--- config.mk ---
export PLATFORM = sky130hd
export DESIGN_NAME = traffic_light_monitor_flat
export DESIGN_NICKNAME = d
export VERILOG_FILES = /design/src/rtl/traffic_light_monitor_if.sv /design/src/rtl/traffic_light_monitor.sv /design/src/flat_wrapper.sv
export SDC_FILE = /design/constraint.sdc
export NUM_CORES = 1
export LEC_CHECK = 0
export BUFFER_PORTS_ARGS = -buffer_cell sky130_fd_sc_hd__buf_2
export CORE_UTILIZATION = 35
export DETAILED_ROUTE_END_ITERATION = 8
export HOLD_SLACK_MARGIN = 0.08
export PLACE_DENSITY = 0.5
export SETUP_SLACK_MARGIN = 0.1
export SLEW_MARGIN = 30
export SYNTH_ARGS = -nofsm -noshare
export SYNTH_HDL_FRONTEND = slang
export SYNTH_SLANG_ARGS = --single-unit
--- constraint.sdc ---
create_clock -name clk -period 6.42 [get_ports clk]
set_input_delay 0.642 -clock clk [delete_from_list [all_inputs] [get_ports clk]]
set_output_delay 0.642 -clock clk [all_outputs]
set_load 0.02 [all_outputs]
--- src/rtl/traffic_light_monitor_if.sv ---
// traffic_light_monitor_if: observed lamp and 7-segment bus of the light controller.
// Signals: Red/Yellow/Green lamps, seg_a (tens) and seg_b (units) digits {a..g}, MSB=a.
// master drives the bus (controller or bench), slave observes it (monitor).
interface traffic_light_monitor_if;
  logic       Red;
  logic       Yellow;
  logic       Green;
  logic [6:0] seg_a;
  logic [6:0] seg_b;

  modport master (output Red, Yellow, Green, seg_a, seg_b);
  modport slave  (input  Red, Yellow, Green, seg_a, seg_b);
endinterface

--- src/rtl/traffic_light_monitor.sv ---
// traffic_light_monitor: decodes the controller's lamps and 7-segment digits and checks
// countdown, phase sequence and phase duration legality. Latency: 2 cycles, input to flag.
// No backpressure: every clock is one sample. Optional macro TRAFFIC_MON_CYCLE_STATS_EN
// adds full_cycles (clean G,Y,R sequences).
// Ports: clk, rst (sync, active-high), en, clr_err, mon (lamp/segment bus, slave),
// count_dec, seg_valid, phase, phase_done, err_* pulses, err_sticky, err_total.
module traffic_light_monitor #(
  parameter int GREEN_INIT    = 14,
  parameter int YELLOW_INIT   = 2,
  parameter int RED_INIT      = 17,
  parameter int CNT_WIDTH     = 5,
  parameter int DUR_WIDTH     = 6,
  parameter int ERR_CNT_WIDTH = 8
) (
  input  logic                     clk,
  input  logic                     rst,
  input  logic                     en,
  input  logic                     clr_err,
  traffic_light_monitor_if.slave   mon,
  output logic [CNT_WIDTH-1:0]     count_dec,
  output logic                     seg_valid,
  output logic [1:0]               phase,
  output logic                     phase_done,
  output logic                     err_onehot,
  output logic                     err_seq,
  output logic                     err_count,
  output logic                     err_dur,
  output logic                     err_seg,
  output logic                     err_sticky,
  output logic [ERR_CNT_WIDTH-1:0] err_total
`ifdef TRAFFIC_MON_CYCLE_STATS_EN
  ,
  output logic [15:0]              full_cycles
`endif
);

  typedef enum logic [1:0] {
    IDLE   = 2'd0,
    GREEN  = 2'd1,
    YELLOW = 2'd2,
    RED    = 2'd3
  } state_t;

  localparam int CNT_MAX = (1 << CNT_WIDTH) - 1;

  // {valid, value}
  function automatic logic [4:0] seg_dec(input logic [6:0] s);
    case (s)
      7'b1111110: seg_dec = 5'b1_0000;
      7'b0110000: seg_dec = 5'b1_0001;
      7'b1101101: seg_dec = 5'b1_0010;
      7'b1111001: seg_dec = 5'b1_0011;
      7'b0110011: seg_dec = 5'b1_0100;
      7'b1011011: seg_dec = 5'b1_0101;
      7'b1011111: seg_dec = 5'b1_0110;
      7'b1110000: seg_dec = 5'b1_0111;
      7'b1111111: seg_dec = 5'b1_1000;
      7'b1111011: seg_dec = 5'b1_1001;
      default:    seg_dec = 5'b0_0000;
    endcase
  endfunction

  function automatic logic [CNT_WIDTH-1:0] init_of(input state_t s);
    case (s)
      GREEN:   init_of = CNT_WIDTH'(GREEN_INIT);
      YELLOW:  init_of = CNT_WIDTH'(YELLOW_INIT);
      RED:     init_of = CNT_WIDTH'(RED_INIT);
      default: init_of = '0;
    endcase
  endfunction

  // A phase loaded with INIT counts INIT..0, i.e. INIT+1 samples.
  function automatic logic [DUR_WIDTH-1:0] dur_exp(input state_t s);
    case (s)
      GREEN:   dur_exp = DUR_WIDTH'(GREEN_INIT + 1);
      YELLOW:  dur_exp = DUR_WIDTH'(YELLOW_INIT + 1);
      RED:     dur_exp = DUR_WIDTH'(RED_INIT + 1);
      default: dur_exp = '0;
    endcase
  endfunction

  // ---------------- stage 1: input sample registers ----------------
  logic       en_q, clr_q, red_q, yel_q, grn_q;
  logic [6:0] sa_q, sb_q;

  always_ff @(posedge clk) begin
    if (rst) begin
      en_q  <= 1'b0;
      clr_q <= 1'b0;
      red_q <= 1'b0;
      yel_q <= 1'b0;
      grn_q <= 1'b0;
      sa_q  <= '0;
      sb_q  <= '0;
    end else begin
      en_q  <= en;
      clr_q <= clr_err;
      red_q <= mon.Red;
      yel_q <= mon.Yellow;
      grn_q <= mon.Green;
      sa_q  <= mon.seg_a;
      sb_q  <= mon.seg_b;
    end
  end

  // ---------------- decode of the stage-1 sample ----------------
  logic [4:0]           da, db;
  logic [7:0]           sum;
  logic                 dec_ok;
  logic [CNT_WIDTH-1:0] cnt_now;
  state_t               obs;

  assign da      = seg_dec(sa_q);
  assign db      = seg_dec(sb_q);
  assign sum     = {4'd0, da[3:0]} * 8'd10 + {4'd0, db[3:0]};
  assign dec_ok  = da[4] && db[4] && (int'(sum) <= CNT_MAX);
  assign cnt_now = CNT_WIDTH'(sum);

  // Not one-hot maps to IDLE, which doubles as the "bad lamp pattern" marker.
  always_comb begin
    case ({red_q, yel_q, grn_q})
      3'b100:  obs = RED;
      3'b010:  obs = YELLOW;
      3'b001:  obs = GREEN;
      default: obs = IDLE;
    endcase
  end

  // ---------------- tracking state and output registers ----------------
  state_t                   state_q, state_d;
  logic [DUR_WIDTH-1:0]     dur_q, dur_d, dur_inc;
  logic                     first_q, first_d;
  logic [CNT_WIDTH-1:0]     prev_cnt_q, prev_cnt_d;
  logic                     prev_vld_q, prev_vld_d;
  logic [CNT_WIDTH-1:0]     cnt_q, cnt_d;
  logic                     sv_q, sv_d;
  logic                     pdone_q, pdone_d;
  logic                     e_oh_q, e_oh_d, e_seq_q, e_seq_d, e_cnt_q, e_cnt_d;
  logic                     e_dur_q, e_dur_d, e_seg_q, e_seg_d;
  logic                     sticky_q, sticky_d;
  logic [ERR_CNT_WIDTH-1:0] total_q, total_d;
  logic                     err_any;
  logic                     legal;

  assign dur_inc = (dur_q == '1) ? dur_q : dur_q + DUR_WIDTH'(1);
  assign legal   = (state_q == GREEN  && obs == YELLOW) ||
                   (state_q == YELLOW && obs == RED)    ||
                   (state_q == RED    && obs == GREEN);

  always_comb begin
    state_d    = state_q;
    dur_d      = dur_q;
    first_d    = first_q;
    prev_cnt_d = prev_cnt_q;
    prev_vld_d = 1'b0;
    pdone_d    = 1'b0;
    e_oh_d     = 1'b0;
    e_seq_d    = 1'b0;
    e_cnt_d    = 1'b0;
    e_dur_d    = 1'b0;
    e_seg_d    = 1'b0;
    sv_d       = dec_ok;
    cnt_d      = dec_ok ? cnt_now : cnt_q;

    if (!en_q) begin
      state_d = IDLE;
      dur_d   = '0;
      first_d = 1'b0;
    end else begin
      e_seg_d = !dec_ok;
      if (obs == IDLE) begin
        // Bad lamp pattern: no phase decision this cycle. The sample still
        // occupies a slot of the current phase, and the count chain is broken
        // so the next sample is not compared against a stale value.
        e_oh_d = 1'b1;
        if (state_q != IDLE) dur_d = dur_inc;
      end else begin
        prev_vld_d = dec_ok;
        if (dec_ok) prev_cnt_d = cnt_now;
        if (state_q == IDLE) begin
          state_d = obs;
          e_seq_d = (obs != GREEN);
          dur_d   = DUR_WIDTH'(1);
          first_d = 1'b1;
        end else if (obs == state_q) begin
          dur_d = dur_inc;
          if (dec_ok && prev_vld_q)
            e_cnt_d = (prev_cnt_q == '0) || (cnt_now != prev_cnt_q - CNT_WIDTH'(1));
        end else begin
          state_d = obs;
          dur_d   = DUR_WIDTH'(1);
          first_d = 1'b0;
          if (legal) begin
            pdone_d = 1'b1;
            e_dur_d = !first_q && (dur_q != dur_exp(state_q));
          end else begin
            e_seq_d = 1'b1;
          end
          if ((prev_vld_q && prev_cnt_q != '0) || (dec_ok && cnt_now != init_of(obs)))
            e_cnt_d = 1'b1;
        end
      end
    end

    err_any = e_oh_d | e_seq_d | e_cnt_d | e_dur_d | e_seg_d;
    // A new error in the clearing cycle survives the clear.
    if (clr_q) begin
      sticky_d = err_any;
      total_d  = err_any ? ERR_CNT_WIDTH'(1) : '0;
    end else begin
      sticky_d = sticky_q | err_any;
      total_d  = (err_any && total_q != '1) ? total_q + ERR_CNT_WIDTH'(1) : total_q;
    end
  end

  always_ff @(posedge clk) begin
    if (rst) begin
      state_q    <= IDLE;
      dur_q      <= '0;
      first_q    <= 1'b0;
      prev_cnt_q <= '0;
      prev_vld_q <= 1'b0;
      cnt_q      <= '0;
      sv_q       <= 1'b0;
      pdone_q    <= 1'b0;
      e_oh_q     <= 1'b0;
      e_seq_q    <= 1'b0;
      e_cnt_q    <= 1'b0;
      e_dur_q    <= 1'b0;
      e_seg_q    <= 1'b0;
      sticky_q   <= 1'b0;
      total_q    <= '0;
    end else begin
      state_q    <= state_d;
      dur_q      <= dur_d;
      first_q    <= first_d;
      prev_cnt_q <= prev_cnt_d;
      prev_vld_q <= prev_vld_d;
      cnt_q      <= cnt_d;
      sv_q       <= sv_d;
      pdone_q    <= pdone_d;
      e_oh_q     <= e_oh_d;
      e_seq_q    <= e_seq_d;
      e_cnt_q    <= e_cnt_d;
      e_dur_q    <= e_dur_d;
      e_seg_q    <= e_seg_d;
      sticky_q   <= sticky_d;
      total_q    <= total_d;
    end
  end

  assign count_dec  = cnt_q;
  assign seg_valid  = sv_q;
  assign phase      = state_q;
  assign phase_done = pdone_q;
  assign err_onehot = e_oh_q;
  assign err_seq    = e_seq_q;
  assign err_count  = e_cnt_q;
  assign err_dur    = e_dur_q;
  assign err_seg    = e_seg_q;
  assign err_sticky = sticky_q;
  assign err_total  = total_q;

`ifdef TRAFFIC_MON_CYCLE_STATS_EN
  // prog: 1 = in GREEN, 2 = legally in YELLOW, 3 = legally in RED.
  // clean drops on any error pulse since the GREEN entry that opened the sequence.
  logic [1:0]  prog_q, prog_d;
  logic        clean_q, clean_d;
  logic [15:0] fc_q, fc_d;

  always_comb begin
    prog_d  = prog_q;
    clean_d = clean_q & ~err_any;
    fc_d    = fc_q;
    if (!en_q) begin
      prog_d = 2'd0;
    end else if (state_d != state_q) begin
      if (state_d == GREEN) begin
        if (pdone_d && prog_q == 2'd3 && clean_q && !err_any) fc_d = fc_q + 16'd1;
        prog_d  = 2'd1;
        clean_d = ~err_any;
      end else if (pdone_d && state_d == YELLOW && prog_q == 2'd1) begin
        prog_d = 2'd2;
      end else if (pdone_d && state_d == RED && prog_q == 2'd2) begin
        prog_d = 2'd3;
      end else begin
        prog_d = 2'd0;
      end
    end
  end

  always_ff @(posedge clk) begin
    if (rst) begin
      prog_q  <= 2'd0;
      clean_q <= 1'b0;
      fc_q    <= '0;
    end else begin
      prog_q  <= prog_d;
      clean_q <= clean_d;
      fc_q    <= fc_d;
    end
  end

  assign full_cycles = fc_q;
`endif

endmodule

--- src/flat_wrapper.sv ---
// flat-port wrapper written by rule: the top's interface ports become plain ports
module traffic_light_monitor_flat 
#(
  parameter int GREEN_INIT    = 14,
  parameter int YELLOW_INIT   = 2,
  parameter int RED_INIT      = 17,
  parameter int CNT_WIDTH     = 5,
  parameter int DUR_WIDTH     = 6,
  parameter int ERR_CNT_WIDTH = 8
)
  (clk, rst, en, clr_err, count_dec, seg_valid, phase, phase_done, err_onehot, err_seq, err_count, err_dur, err_seg, err_sticky, err_total, mon_Red, mon_Yellow, mon_Green, mon_seg_a, mon_seg_b);
  traffic_light_monitor_if mon_i ();
  input  logic clk;
  input  logic rst;
  input  logic en;
  input  logic clr_err;
  output logic [CNT_WIDTH-1:0] count_dec;
  output logic seg_valid;
  output logic [1:0] phase;
  output logic phase_done;
  output logic err_onehot;
  output logic err_seq;
  output logic err_count;
  output logic err_dur;
  output logic err_seg;
  output logic err_sticky;
  output logic [ERR_CNT_WIDTH-1:0] err_total;
  input wire logic [$bits(mon_i.Red)-1:0] mon_Red;
  input wire logic [$bits(mon_i.Yellow)-1:0] mon_Yellow;
  input wire logic [$bits(mon_i.Green)-1:0] mon_Green;
  input wire logic [$bits(mon_i.seg_a)-1:0] mon_seg_a;
  input wire logic [$bits(mon_i.seg_b)-1:0] mon_seg_b;
  assign mon_i.Red = mon_Red;
  assign mon_i.Yellow = mon_Yellow;
  assign mon_i.Green = mon_Green;
  assign mon_i.seg_a = mon_seg_a;
  assign mon_i.seg_b = mon_seg_b;
  traffic_light_monitor #(.GREEN_INIT(GREEN_INIT), .YELLOW_INIT(YELLOW_INIT), .RED_INIT(RED_INIT), .CNT_WIDTH(CNT_WIDTH), .DUR_WIDTH(DUR_WIDTH), .ERR_CNT_WIDTH(ERR_CNT_WIDTH)) u_core (.clk(clk), .rst(rst), .en(en), .clr_err(clr_err), .mon(mon_i), .count_dec(count_dec), .seg_valid(seg_valid), .phase(phase), .phase_done(phase_done), .err_onehot(err_onehot), .err_seq(err_seq), .err_count(err_count), .err_dur(err_dur), .err_seg(err_seg), .err_sticky(err_sticky), .err_total(err_total));
endmodule
* Word level (Yosys, flattened, before mapping)
Index checks and enable logic that the tools add are counted.
** Word-level totals
- Memories :: 0
- Output and inout port bits :: 23
- Bits in read-only memories :: 0
- Bits in writable memories :: 0
- Bits in latches :: 0
- Bits in registers :: 55
** Cells by class
- Multiplexer cells :: 47
- Multiply operators :: 1
- $add $sub $neg :: 4
- Shift operators :: 0
- Reductions and logical operators :: 27
- Divide/modulo/power cells :: 0
- Bitwise operators :: 7
- $lt $le $gt $ge :: 1
- Equality and inequality tests :: 38
** Operators by type and width (count)
- $eq A7 B7 Y1 const B :: 16
- $pmux W5 S10 :: 2
- $mux W6 :: 10
- $pmux W5 S3 :: 2
- $eq A7 B6 Y1 const B :: 4
- $mux W1 :: 24
- $mux W5 :: 4
- $mux W8 :: 2
- $logic_and A1 B1 Y1 :: 10
- $ne A5 B5 Y1 :: 2
- $add A8 B1 Y8 const B :: 1
- $add A8 B4 Y8 :: 1
- $eq A2 B2 Y1 const B :: 4
- $le A8 B5 Y1 const B :: 1
- $ne A8 B8 Y1 const B :: 1
- $mul A4 B3 Y7 const B :: 1
- $add A6 B1 Y6 const B :: 1
- $eq A6 B6 Y1 const B :: 1
- $ne A6 B6 Y1 :: 1
- $pmux W2 S3 :: 1
- $logic_not A5 Y1 :: 1
- $or A1 B1 Y1 :: 5
- $reduce_bool A5 Y1 :: 1
- $reduce_or A5 Y1 :: 1
- other kinds (18) :: 28

* Logic depth before layout (Yosys ltp)
Gate-level depths: netlist (run 1).
- Word-level depth :: 23
- Gate-level depth with buffers :: 18
- Mapped depth without buffers :: 17

* Least setup slack after synthesis (run 1)
No wires, ideal clock.
- Kind :: register to register
- Start point :: register u_core.sa_q[5]
- End point :: register u_core.total_q[2] (netlist: u_core.err_total[2])
- Buffers on the path :: 2
- Setup slack :: 2.315 ns
- Required time :: 6.298 ns
- Clock period less this slack :: 4.105 ns
- Cell stages (with the launch flop) :: 19
- Arrival time :: 3.983 ns
- Setup time :: 0.122 ns
- Path through :: dfxtp_1 -> clkbuf_1 -> nor4bb_1 -> and3_1 -> a21oi_1 -> nand2_1 -> ha_1 -> inv_1 -> fa_1 -> nor2_1 -> o21ai_0 -> nor2b_1 -> nor4_1 -> nand4_4 -> a2111oi_2 -> o211a_1 -> buf_6 -> or3_1 -> a21oi_1
** On the way
- Word-level cells in the longest chain between the ends :: 18
- Elaborated cells on any way between the ends :: 35
- Classes of those cells :: add/sub (1); mul (1); order compare (1); eq/ne (12); mux (8); bitwise (3); reduce/logical (9)
** RTL lines
- start, declared :: RTL line traffic_light_monitor.sv:84 : logic [6:0] sa_q, sb_q;
- start signal, assigned :: RTL line traffic_light_monitor.sv:101 : sa_q <= mon.seg_a;
- $eq A7 B7 Y1 or $eq A7 B6 Y1 (tied branches) :: RTL line traffic_light_monitor.sv:48 : case (s)
- $pmux W5 S10 (*) :: RTL line traffic_light_monitor.sv:48
- $mul A4 B3 Y7 :: RTL line traffic_light_monitor.sv:115 : assign sum = {4'd0, da[3:0]} * 8'd10 + {4'd0, db[3:0]};
- $add A8 B4 Y8 :: RTL line traffic_light_monitor.sv:115
- $le A8 B5 Y1 :: RTL line traffic_light_monitor.sv:116 : assign dec_ok = da[4] && db[4] && (int'(sum) <= CNT_MAX);
- $logic_and A1 B1 Y1 :: RTL line traffic_light_monitor.sv:116
- $logic_and A1 B1 Y1 :: RTL line traffic_light_monitor.sv:199 : if ((prev_vld_q && prev_cnt_q != '0) || (dec_ok && cnt_now != init_of(obs)))
- $logic_or A1 B1 Y1 :: RTL line traffic_light_monitor.sv:199
- $mux W1 :: RTL line traffic_light_monitor.sv:199
- $mux W1 :: RTL line traffic_light_monitor.sv:185 : end else if (obs == state_q) begin
- $mux W1 :: RTL line traffic_light_monitor.sv:180 : if (state_q == IDLE) begin
- $mux W1 :: RTL line traffic_light_monitor.sv:171 : if (obs == IDLE) begin
- $mux W1 :: RTL line traffic_light_monitor.sv:165 : if (!en_q) begin
- $or A1 B1 Y1 (2 in a row) :: RTL line traffic_light_monitor.sv:205 : err_any = e_oh_d | e_seq_d | e_cnt_d | e_dur_d | e_seg_d;
- $or A1 B1 Y1 (*) :: RTL line traffic_light_monitor.sv:205
- $logic_and A1 B1 Y1 (*) :: RTL line traffic_light_monitor.sv:212 : total_d = (err_any && total_q != '1) ? total_q + ERR_CNT_WIDTH'(1) : total_q;
- $reduce_bool A2 Y1 (no source line) (*)
- end signal, assigned :: RTL line traffic_light_monitor.sv:248 : total_q <= total_d;
- end, declared :: RTL line traffic_light_monitor.sv:141 : logic [ERR_CNT_WIDTH-1:0] total_q, total_d;
Every way passes the cells marked *; elsewhere a longest branch is shown, timed or not.
A chain may end at the register's enable or synchronous reset.

* Worst setup path after layout (run 1)
- Start point :: register u_core.sa_q[4]
- End point :: register u_core.total_q[2] (netlist: u_core.err_total[2])
The elaborated chain is that of the path after synthesis.

==> flow_summary.json, run 1 <==
{
  "cts.clk_slew.worst_paths_ns": 0.10,
  "finalSetupViolations": 0,
  "clock-sinks": 55,
  "slew_violations": 0,
  "min_period_ns": 4.69,
  "synth_fa_ha_area_share_pct": 7.67,
  "arrival_ns": 4.93,
  "finalCritPeriodShare_pct": 73.0,
  "critPathMaxFanout": 12,
  "hold_path.startpoint": "u_core.first_q",
  "wirelength_um": 7310,
  "crit_required_ns": 6.67,
  "viasPerCell": 5.10,
  "critical_path_class": "reg2reg",
  "final_area_um2": 3790,
  "p_int_w": 0.000499,
  "initial_core_util_pct": 36.2,
  "async_flop_share_pct": 0,
  "dpl_worst_slack_ns": 1.75,
  "gp_congestion": 0.841,
  "io_buffers": 43,
  "worst_pin_slew_ns": 0.705,
  "ys_warn_count": 0,
  "final_util_pct": 40.8,
  "syn_nets": 434,
  "startpoint": "u_core.sa_q[4]",
  "synth_area_um2": 3360,
  "clockRootBuffer": "clkbuf_8",
  "power.share.clock_pct": 34.9,
  "hold_path.class": "reg2reg",
  "dp_hpwl_um": 5530,
  "start_kind": "flip-flop",
  "n_antenna_cell": 0,
  "synth-seq-cells": 55,
  "hold_buffers": 0,
  "p_leak_nw": 1.52,
  "synth.mux.area_fraction_pct": 3.87,
  "cts_tree": "built",
  "area_growth_pct": 12.6,
  "die_w_um": 100,
  "ys_dominant_reg_cell": "dfxtp_1",
  "synthCells": 393,
  "numCtsBuffers": 5,
  "ctsResizeCount": 0,
  "placed_cells": 552,
  "die-area_um2": 10000,
  "cts_setup_buffers": 0,
  "synth_compound_area_share_pct": 19.2,
  "slew_headroom_pct": 52.9,
  "drive_above_1_share_pct": 15.1,
  "rsz0062_at_grt": "no",
  "p_switching_w": 0.000171,
  "pwr-share-comb_pct": 10.7,
  "swShare_pct": 25.5,
  "finClkSkew_ns": 0.0134,
  "final_nets": 471,
  "vdd_ir_drop_max_mv": 0.0938,
  "final_cells": 560,
  "drt-wirelength-per-cell_um": 13.1,
  "ys_seq_area_share_pct": 32.8,
  "grt_overflow": 0,
  "drtIter0Drc": 93,
  "antenna_found_initial": 0,
  "ios": 44,
  "setup_ws_ns": 1.73,
  "final_common_cell": "dfxtp_1",
  "synth_edf_count": 0,
  "synth_top_family_by_area": "simple AND/OR/NAND/NOR gates",
  "crit_path_end_kind": "flip-flop",
  "placed_area_um2": 3670,
  "hold_viol": 0,
  "maxCapViolations": 0,
  "core_um2": 9280,
  "grt_max_degree": 38,
  "clock_latency_ns": 0.31,
  "status": "complete, no violations",
  "syn_area_per_cell_um2": 8.55,
  "vias": 2858,
  "final_antenna_net_count": 0,
  "clk_path_buf_depth": 2,
  "grt_pass1_wl_um": 12700,
  "num_rows": 35,
  "fmax_mhz": 213,
  "htree_levels": 2,
  "synth_xor_area_share_pct": 4.91,
  "p_per_area_nw_per_um2": 177,
  "grt.total_usage_pct": 15.4,
  "detail_route.first_pass.iterations": 4,
  "layout_common_cells": "dfxtp_1, buf_2, nor2_1",
  "r2r-start": "u_core.sa_q[4]",
  "synth_cell_type_count": 65,
  "seqPwrFrac_pct": 54.4,
  "drc": 0,
  "grt_pass1_vias": 2697,
  "finalSetupTns_ns": 0,
  "synthSimpleGateAreaFrac_pct": 27.5,
  "fp.dieH_um": 100
}
[kinds of logic (layout without fill, tap and decap cells)]
logic type               Yosys count  after routing
AND/OR/NAND/NOR                  169            169
multiplexers                      13             13
AO/OA/AOI/OAI                     85             85
flip-flops                        55             55
XOR/XNOR                          18             18
buffers and inverters             31             69
other                              2              2
adder cells (fa/ha/maj)           20             20
[critical path, stage by stage, from the launching register on]
cell,delay [ns]
dfxtp_1,0.47
nor4bb_1,0.50
and3_1,0.30
a21oi_1,0.13
nand2_1,0.11
ha_1,0.16
inv_1,0.05
fa_1,0.50
nor2_1,0.16
o21ai_0,0.13
nor2b_1,0.15
nor4_1,0.53
nand4_4,0.33
a2111oi_2,0.39
o211a_1,0.42
o21ai_0,0.16
a21oi_1,0.14
[power by group through the flow]
stage	Clock, W	Sequential (W)	Combinational (W)
floorplan	0	0.000368	0.0000553
global placement	0	0.000372	0.0000714
detailed placement	0	0.000372	0.0000720
CTS	0.000243	0.000364	0.0000723
global route	0.000256	0.000366	0.0000816
finish	0.000233	0.000364	0.0000719
[sequential cells by signal, summed over array words and instances (netlist names)]
| signal | flops |
|---|---|
| u_core.dur_q | 6 |
| u_core.phase | 2 |
| u_core.prev_cnt_q | 5 |
| u_core.err_total | 8 |
| u_core.seg_valid | 1 |
| u_core.grn_q | 1 |
| u_core.red_q | 1 |
| u_core.sa_q | 7 |
| u_core.yel_q | 1 |
| u_core.err_count | 1 |
| u_core.err_dur | 1 |
| u_core.err_seq | 1 |
| u_core.en_q | 1 |
| u_core.count_dec | 5 |
| u_core.err_sticky | 1 |
| u_core.phase_done | 1 |
| u_core.err_onehot | 1 |
| u_core.prev_vld_q | 1 |
| u_core.err_seg | 1 |
| u_core.first_q | 1 |
| u_core.clr_q | 1 |
| u_core.sb_q | 7 |
[synth_stat cells, types with 5 or more instances]
| cell | n | share of area (%) |
|---|---|---|
| nor3_1 | 11 | 1.6 |
| nand2b_1 | 11 | 2.0 |
| and3_1 | 8 | 1.5 |
| nor2b_1 | 25 | 4.7 |
| o31ai_1 | 5 | 1.1 |
| nor2_1 | 42 | 4.7 |
| xnor2_1 | 11 | 2.9 |
| inv_1 | 18 | 2.0 |
| clkbuf_1 | 11 | 1.2 |
| mux2i_1 | 13 | 3.9 |
| a21oi_1 | 22 | 3.3 |
| nand3_1 | 13 | 1.9 |
| a31oi_1 | 5 | 0.93 |
| nand2_1 | 22 | 2.5 |
| dfxtp_1 | 55 | 33 |
| ha_1 | 19 | 7.1 |
| nand4_1 | 5 | 0.93 |
| xor2_1 | 6 | 1.6 |
| a211oi_1 | 5 | 1.1 |
| nor4_1 | 5 | 0.93 |
| o21ai_0 | 12 | 1.8 |
[metrics by stage]
step           hold slack, ns  total power, W
2_1_floorplan           0.435        0.000423
4_1_cts                 0.473        0.000680
3_5_place_dp            0.456        0.000444
5_1_grt                 0.513        0.000704
3_3_place_gp            0.452        0.000443
6_report                0.470        0.000670
[path summary, 6_finish.rpt]
kind | endpoint | slack, ns | depth (start not counted)
worst max register to register | u_core.err_total[2] | 1.73 | 16
worst min-delay path | u_core.first_q | 0.47 | 2
worst max-delay path | u_core.err_total[2] | 1.73 | 16
worst min register to register | u_core.first_q | 0.47 | 2
[layer usage]
layer,vias up,wire [um],global-route usage (%)
li1,1495,-,-
met1,1301,3790,22.2
met2,58,3140,23.8
met3,4,327,2.92
met4,0,50,3.46
met5,-,0,0
[area by class of cell]
type                    instances  area, um^2
clock buffers                   6        72.6
clock inverters                 2        38.8
fillers                       993        5500
inverters                      18        67.6
multi-input cells             307        2130
flip-flops and latches         55        1100
well taps                     129         161
repair buffers                 43         215
No activity file was read; power rests on OpenSTA's default activity.
==> run 2: changes to the inputs <==
==> constraint.sdc (replaced) <==
create_clock -name clk -period 4.92 [get_ports clk]
set_input_delay 0.492 -clock clk [delete_from_list [all_inputs] [get_ports clk]]
set_output_delay 0.492 -clock clk [all_outputs]
set_load 0.02 [all_outputs]
==> run 2 against run 1 <==
Net effect:
- sequential share of layout area shrank 0.096 points
- die area is the same
- register-to-register slack lost 1.3 ns
- largest cell class unchanged
- core utilization grew 0.13 points
- global-route usage grew 0.21 points
- critical path type unchanged
- clock skew shrank 0.0025 ns
==> flow_summary.json, run 2 (synthesis gave the netlist of run 1 again) <==
{
  "status": "complete, no violations",
  "min_period_ns": 4.45,
  "max_stage_delay_ns": 0.49,
  "final_common_cell": "dfxtp_1",
  "grt_overflow": 0,
  "clockRootBuffer": "clkbuf_8",
  "finalCritPeriodShare_pct": 90.4,
  "vdd_ir_drop_max_mv": 0.126,
  "grt.total_usage_pct": 15.6,
  "rsz0062_at_grt": "no",
  "largest_reg_flops": 8,
  "grt_pass1_vias": 2588,
  "crit_required_ns": 5.16,
  "drive_above_1_share_pct": 15.9,
  "clock-sinks": 55,
  "numCtsBuffers": 5,
  "setup_ws_ns": 0.472,
  "clock_latency_ns": 0.32,
  "slew_violations": 0,
  "die-area_um2": 10000,
  "wirelength_um": 7430,
  "drt-wirelength-per-cell_um": 13.2,
  "finalSetupViolations": 0,
  "cts.clk_slew.worst_paths_ns": 0.11,
  "initial_core_util_pct": 36.2,
  "viasPerCell": 5.09,
  "htree_levels": 2,
  "crit_chain": "nor4bb_1 -> and3_1 -> a21oi_1 -> nand2_1 -> ha_1 -> inv_1 -> fa_1 -> nor2_1 -> o21ai_0 -> nor2b_1 -> nor4_2 -> nand4_4 -> a2111oi_2 -> o211a_1 -> nor2_1 -> nor3_1",
  "dpl_worst_slack_ns": 0.422,
  "n_antenna_cell": 0,
  "hold_viol": 0,
  "ios": 44,
  "hold_path.class": "in2reg",
  "path_common_cell": "nor2_1",
  "final_nets": 473,
  "die_w_um": 100,
  "fill_cells": 997,
  "num_rows": 35,
  "p_leak_nw": 1.53,
  "slowest_stage": "fa_1",
  "finalSetupTns_ns": 0,
  "final_antenna_net_count": 0,
  "maxCapViolations": 0,
  "drtIter0Drc": 90,
  "critical_path_class": "reg2reg",
  "antenna_found_initial": 0,
  "clk_path_buf_depth": 2,
  "grt_pass1_wl_um": 12700,
  "fmax_mhz": 225,
  "worst_pin_slew_ns": 0.649,
  "grt_max_degree": 38,
  "vias": 2860,
  "core_um2": 9280,
  "seq_area_um2": 1100,
  "cts_tree": "built",
  "fp.dieH_um": 100,
  "area_growth_pct": 13.0,
  "arrival_ns": 4.69,
  "gp_congestion": 0.811,
  "layout_common_cells": "dfxtp_1, buf_2, nor2_1",
  "critPathMaxFanout": 12,
  "start_kind": "flip-flop",
  "dp_hpwl_um": 5590,
  "slew_headroom_pct": 56.7,
  "p_per_area_nw_per_um2": 223,
  "crit_path_end_kind": "flip-flop",
  "finClkSkew_ns": 0.0109,
  "total_power_w": 0.000846,
  "detail_route.first_pass.iterations": 4,
  "multiInputGateArea_um2": 2140,
  "drc": 0,
  "io_buffers": 43
}
run 2: cell count changes in the layout (fill, tap and decap cells not counted), sizes merged:
cell    delta
buf        +2
bufinv     -1
clkinv     +1
run 2: per-layer routing:
metal | vias to the layer above | global-route usage, % | wire length, um
li1 | 1488 | - | -
met1 | 1307 | 23.0 | 3900
met2 | 60 | 23.6 | 3180
met3 | 5 | 2.58 | 293
met4 | 0 | 4.01 | 59
met5 | - | 0 | 0
run 2: final timing paths:
kind                        from             endpoint  slack [ns]  cells past startpoint
setup reg to reg  u_core.sa_q[4]  u_core.err_total[5]        0.47                     16
hold / removal                en          u_core.en_q        0.38                      2
hold reg to reg   u_core.first_q       u_core.first_q        0.47                      2
setup / recovery  u_core.sa_q[4]  u_core.err_total[5]        0.47                     16
run 2: stage by stage:
stage               instance area [um^2]  util [%]  hold slack (ns)  instances
floorplan                           3360         -            0.435        393
global route                        3800      40.9            0.357        562
finish                              3800      40.9            0.376        562
global placement                    3690      39.7            0.454        554
detailed placement                  3690      39.7            0.458        554
CTS                                 3790      40.8            0.365        562
run 2: layout make-up:
type	count	area share, %
multi-input cells	307	56.2
well taps	129	4.25
flip-flops and latches	55	29.0
repair buffers	45	6.06
inverters	18	1.78
clock inverters	2	0.527
clock buffers	6	2.17
run 2: timing repair:
action                     CTS  global route
buffers inserted             0             0
setup endpoints to repair    0             7
hold buffers                 0             0
gates resized for setup      0             1
run 2: critical path: cells and delay by family, from the launching register on:
kind / cells / cell delay, ns
simple gates: 9 / 2.11
fa+ha+maj: 2 / 0.66
flops: 1 / 0.47
compound gates: 4 / 1.08
buf+inv: 1 / 0.05
run 2: power by group:
part	internal [W]	switching [W]	total (W)
registers	0.000457	0.0000189	0.000476
clock network	0.000119	0.000158	0.000277
logic	0.0000397	0.0000535	0.0000932
total	0.000616	0.000230	0.000846
==> run 3: changes to the inputs <==
--- a/config.mk
+++ b/config.mk
@@ -5,11 +5,12 @@
 export SDC_FILE = /design/constraint.sdc
 export NUM_CORES = 1
 export LEC_CHECK = 0
+export ABC_AREA = 1
 export BUFFER_PORTS_ARGS = -buffer_cell sky130_fd_sc_hd__buf_2
-export CORE_UTILIZATION = 35
+export CORE_UTILIZATION = 56
 export DETAILED_ROUTE_END_ITERATION = 8
 export HOLD_SLACK_MARGIN = 0.08
-export PLACE_DENSITY = 0.5
+export PLACE_DENSITY = 0.75
 export SETUP_SLACK_MARGIN = 0.1
 export SLEW_MARGIN = 30
 export SYNTH_ARGS = -nofsm -noshare
==> run 3 against run 2 <==
Net effect:
- total power fell by 3.7%
- fmax rose by 17%
- hold slack got worse by 0.00091 ns
- die area fell by 38%
- synthesized cell count rose by 24%
- clock skew rose by 0.00092 ns
- register-to-register slack improved by 0.64 ns
- sequential cell count did not move
- critical path depth rose by 8
- critical endpoint is now u_core.err_total[6]
==> flow_summary.json, run 3 <==
{
  "finalCritPeriodShare_pct": 77.4,
  "cts_setup_buffers": 0,
  "syn_nets": 528,
  "min_period_ns": 3.81,
  "synth.mux.area_fraction_pct": 0,
  "status": "complete, no violations",
  "initial_core_util_pct": 58.8,
  "grt_pass1_wl_um": 11400,
  "synth_top_family_by_area": "simple AND/OR/NAND/NOR gates",
  "fill_cells": 540,
  "crit_required_ns": 5.12,
  "clockRootBuffer": "clkbuf_8",
  "largest_reg_flops": 8,
  "antenna_found_initial": 0,
  "synth_cell_type_count": 33,
  "gp_congestion": 0.875,
  "drt-wirelength-per-cell_um": 10.9,
  "fmax_mhz": 263,
  "maxCapViolations": 0,
  "grt_pass1_vias": 2825,
  "ctsResizeCount": 0,
  "clk_path_buf_depth": 2,
  "htree_levels": 2,
  "cts.clk_slew.worst_paths_ns": 0.10,
  "synthCells": 487,
  "finalSetupTns_ns": 0,
  "critical_path_class": "reg2reg",
  "ys_warn_count": 0,
  "placed_cells": 595,
  "io_buffers": 43,
  "n_antenna_cell": 0,
  "dp_hpwl_um": 5120,
  "vdd_ir_drop_max_mv": 0.166,
  "async_flop_share_pct": 0,
  "synth_area_leaders": "dfxtp_1, nor2_1, nand2_1",
  "yosysMostFrequentCell": "nor2_1",
  "area_growth_pct": 11.0,
  "viasPerCell": 4.99,
  "synth_area_um2": 3280,
  "vias": 3011,
  "setup_ws_ns": 1.11,
  "ys_dominant_reg_cell": "dfxtp_1",
  "drive_above_1_share_pct": 14.5,
  "grt_overflow": 0,
  "critPathMaxFanout": 13,
  "dpl_worst_slack_ns": 1.16,
  "core_um2": 5570,
  "synth-seq-cells": 55,
  "layout_common_cells": "nor2_1, nand2_1, inv_1",
  "placed_area_um2": 3550,
  "synth_edf_count": 0,
  "crit_path_end_kind": "flip-flop",
  "yosysTopAreaCellShare_pct": 33.6,
  "final_common_cell": "nor2_1",
  "wirelength_um": 6560,
  "worst_pin_slew_ns": 0.609,
  "numCtsBuffers": 5,
  "final_cells": 603,
  "final_util_pct": 65.3,
  "final_area_um2": 3640,
  "cts_tree": "built",
  "p_leak_nw": 1.80,
  "hold_path.class": "in2reg",
  "synth_common_cells": "nor2_1, nand2_1, inv_1",
  "synthSimpleGateAreaFrac_pct": 34.6,
  "finClkSkew_ns": 0.0118,
  "ios": 44,
  "slew_headroom_pct": 59.4,
  "clock_latency_ns": 0.31,
  "start_kind": "flip-flop",
  "yosysTopAreaCell": "dfxtp_1",
  "die_w_um": 78.5,
  "detail_route.first_pass.iterations": 4,
  "drtIter0Drc": 115,
  "synth_fa_ha_area_share_pct": 7.87,
  "slew_violations": 0,
  "finalSetupViolations": 0,
  "fp.dieH_um": 78.5,
  "hold_viol": 0,
  "rsz0062_at_grt": "no",
  "die-area_um2": 6160,
  "synth_compound_area_share_pct": 8.90,
  "final_antenna_net_count": 0,
  "grt_max_degree": 34,
  "ys_seq_area_share_pct": 33.6,
  "drc": 0,
  "grt.total_usage_pct": 22.9,
  "final_nets": 571,
  "clock-sinks": 55,
  "hold_buffers": 0,
  "num_rows": 27,
  "arrival_ns": 4.01,
  "p_per_area_nw_per_um2": 224,
  "synth_xor_area_share_pct": 3.70,
  "syn_area_per_cell_um2": 6.73
}
[run 3: cell count changes after synthesis, moves of 8 or more]
cell	previous run	this run
and3_1	8	0
nor2b_1	25	0
xnor2_1	11	3
inv_1	18	82
nand2b_1	11	0
nand2_2	0	8
nor2_1	42	85
mux2i_1	13	0
nand2_1	22	83
nand3_1	13	35
[run 3: critical path, cell delays in order, from the launching register on]
cell and delay, ns:
dfxtp_1 0.40, nand2_1 0.11, nor2_1 0.11, nand3_1 0.09
o22a_1 0.20, nand3_1 0.12, ha_1 0.17, ha_1 0.16
inv_1 0.05, fa_1 0.41, xnor2_2 0.18, nor2_1 0.14
nand3_1 0.11, nand3_1 0.13, nand3_2 0.10, nor2_4 0.25
nand2_1 0.08, nand2_1 0.06, nand2_1 0.04, nand2_1 0.06
nand2_1 0.07, nand2_2 0.20, nand2_1 0.17, nor2_1 0.17
a21oi_1 0.09
[run 3: kinds of logic after synthesis]
group | after synthesis
xor+xnor | 13
flops | 55
compound gates | 51
simple gates | 251
fa+ha+maj | 20
other cells | 2
buf+inv | 95
[run 3: worst paths after layout]
path	startpoint	end	slack [ns]	cells past startpoint
setup / recovery	u_core.sa_q[1]	u_core.err_total[6]	1.11	24
hold reg to reg	u_core.err_total[5]	u_core.err_total[5]	0.47	2
hold / removal	mon_seg_b[2]	u_core.sb_q[2]	0.37	3
setup reg to reg	u_core.sa_q[1]	u_core.err_total[6]	1.11	24
[run 3: layer usage]
metal	GRT usage, %	vias to the layer above	routed length (um)
li1	-	1627	-
met1	27.2	1337	3130
met2	42.0	38	3210
met3	2.44	9	139
met4	8.70	0	90
met5	0	-	0
[run 3: layout make-up]
cell class	instances	area (um^2)	share of cell area [%]
Clock buffer	5	68.8	1.89
Multi-Input combinational cell	337	1810	49.8
Clock inverter	3	20.0	0.550
Tap cell	72	90.1	2.48
Sequential cell	55	1100	30.3
Timing Repair Buffer	43	215	5.92
Inverter	88	330	9.08
[run 3: per-stage QoR]
step	total power, W	hold slack (ns)
2_1_floorplan	0.000552	0.448
3_3_place_gp	0.000577	0.461
3_5_place_dp	0.000579	0.464
4_1_cts	0.000826	0.369
5_1_grt	0.000860	0.368
6_report	0.000815	0.375
[run 3: power by group]
group	internal, W	leakage [nW]	switching (W)
clock network	0.0000993	0.0402	0.000146
registers	0.000458	0.449	0.0000116
logic	0.0000363	1.31	0.0000640
total	0.000593	1.80	0.000221
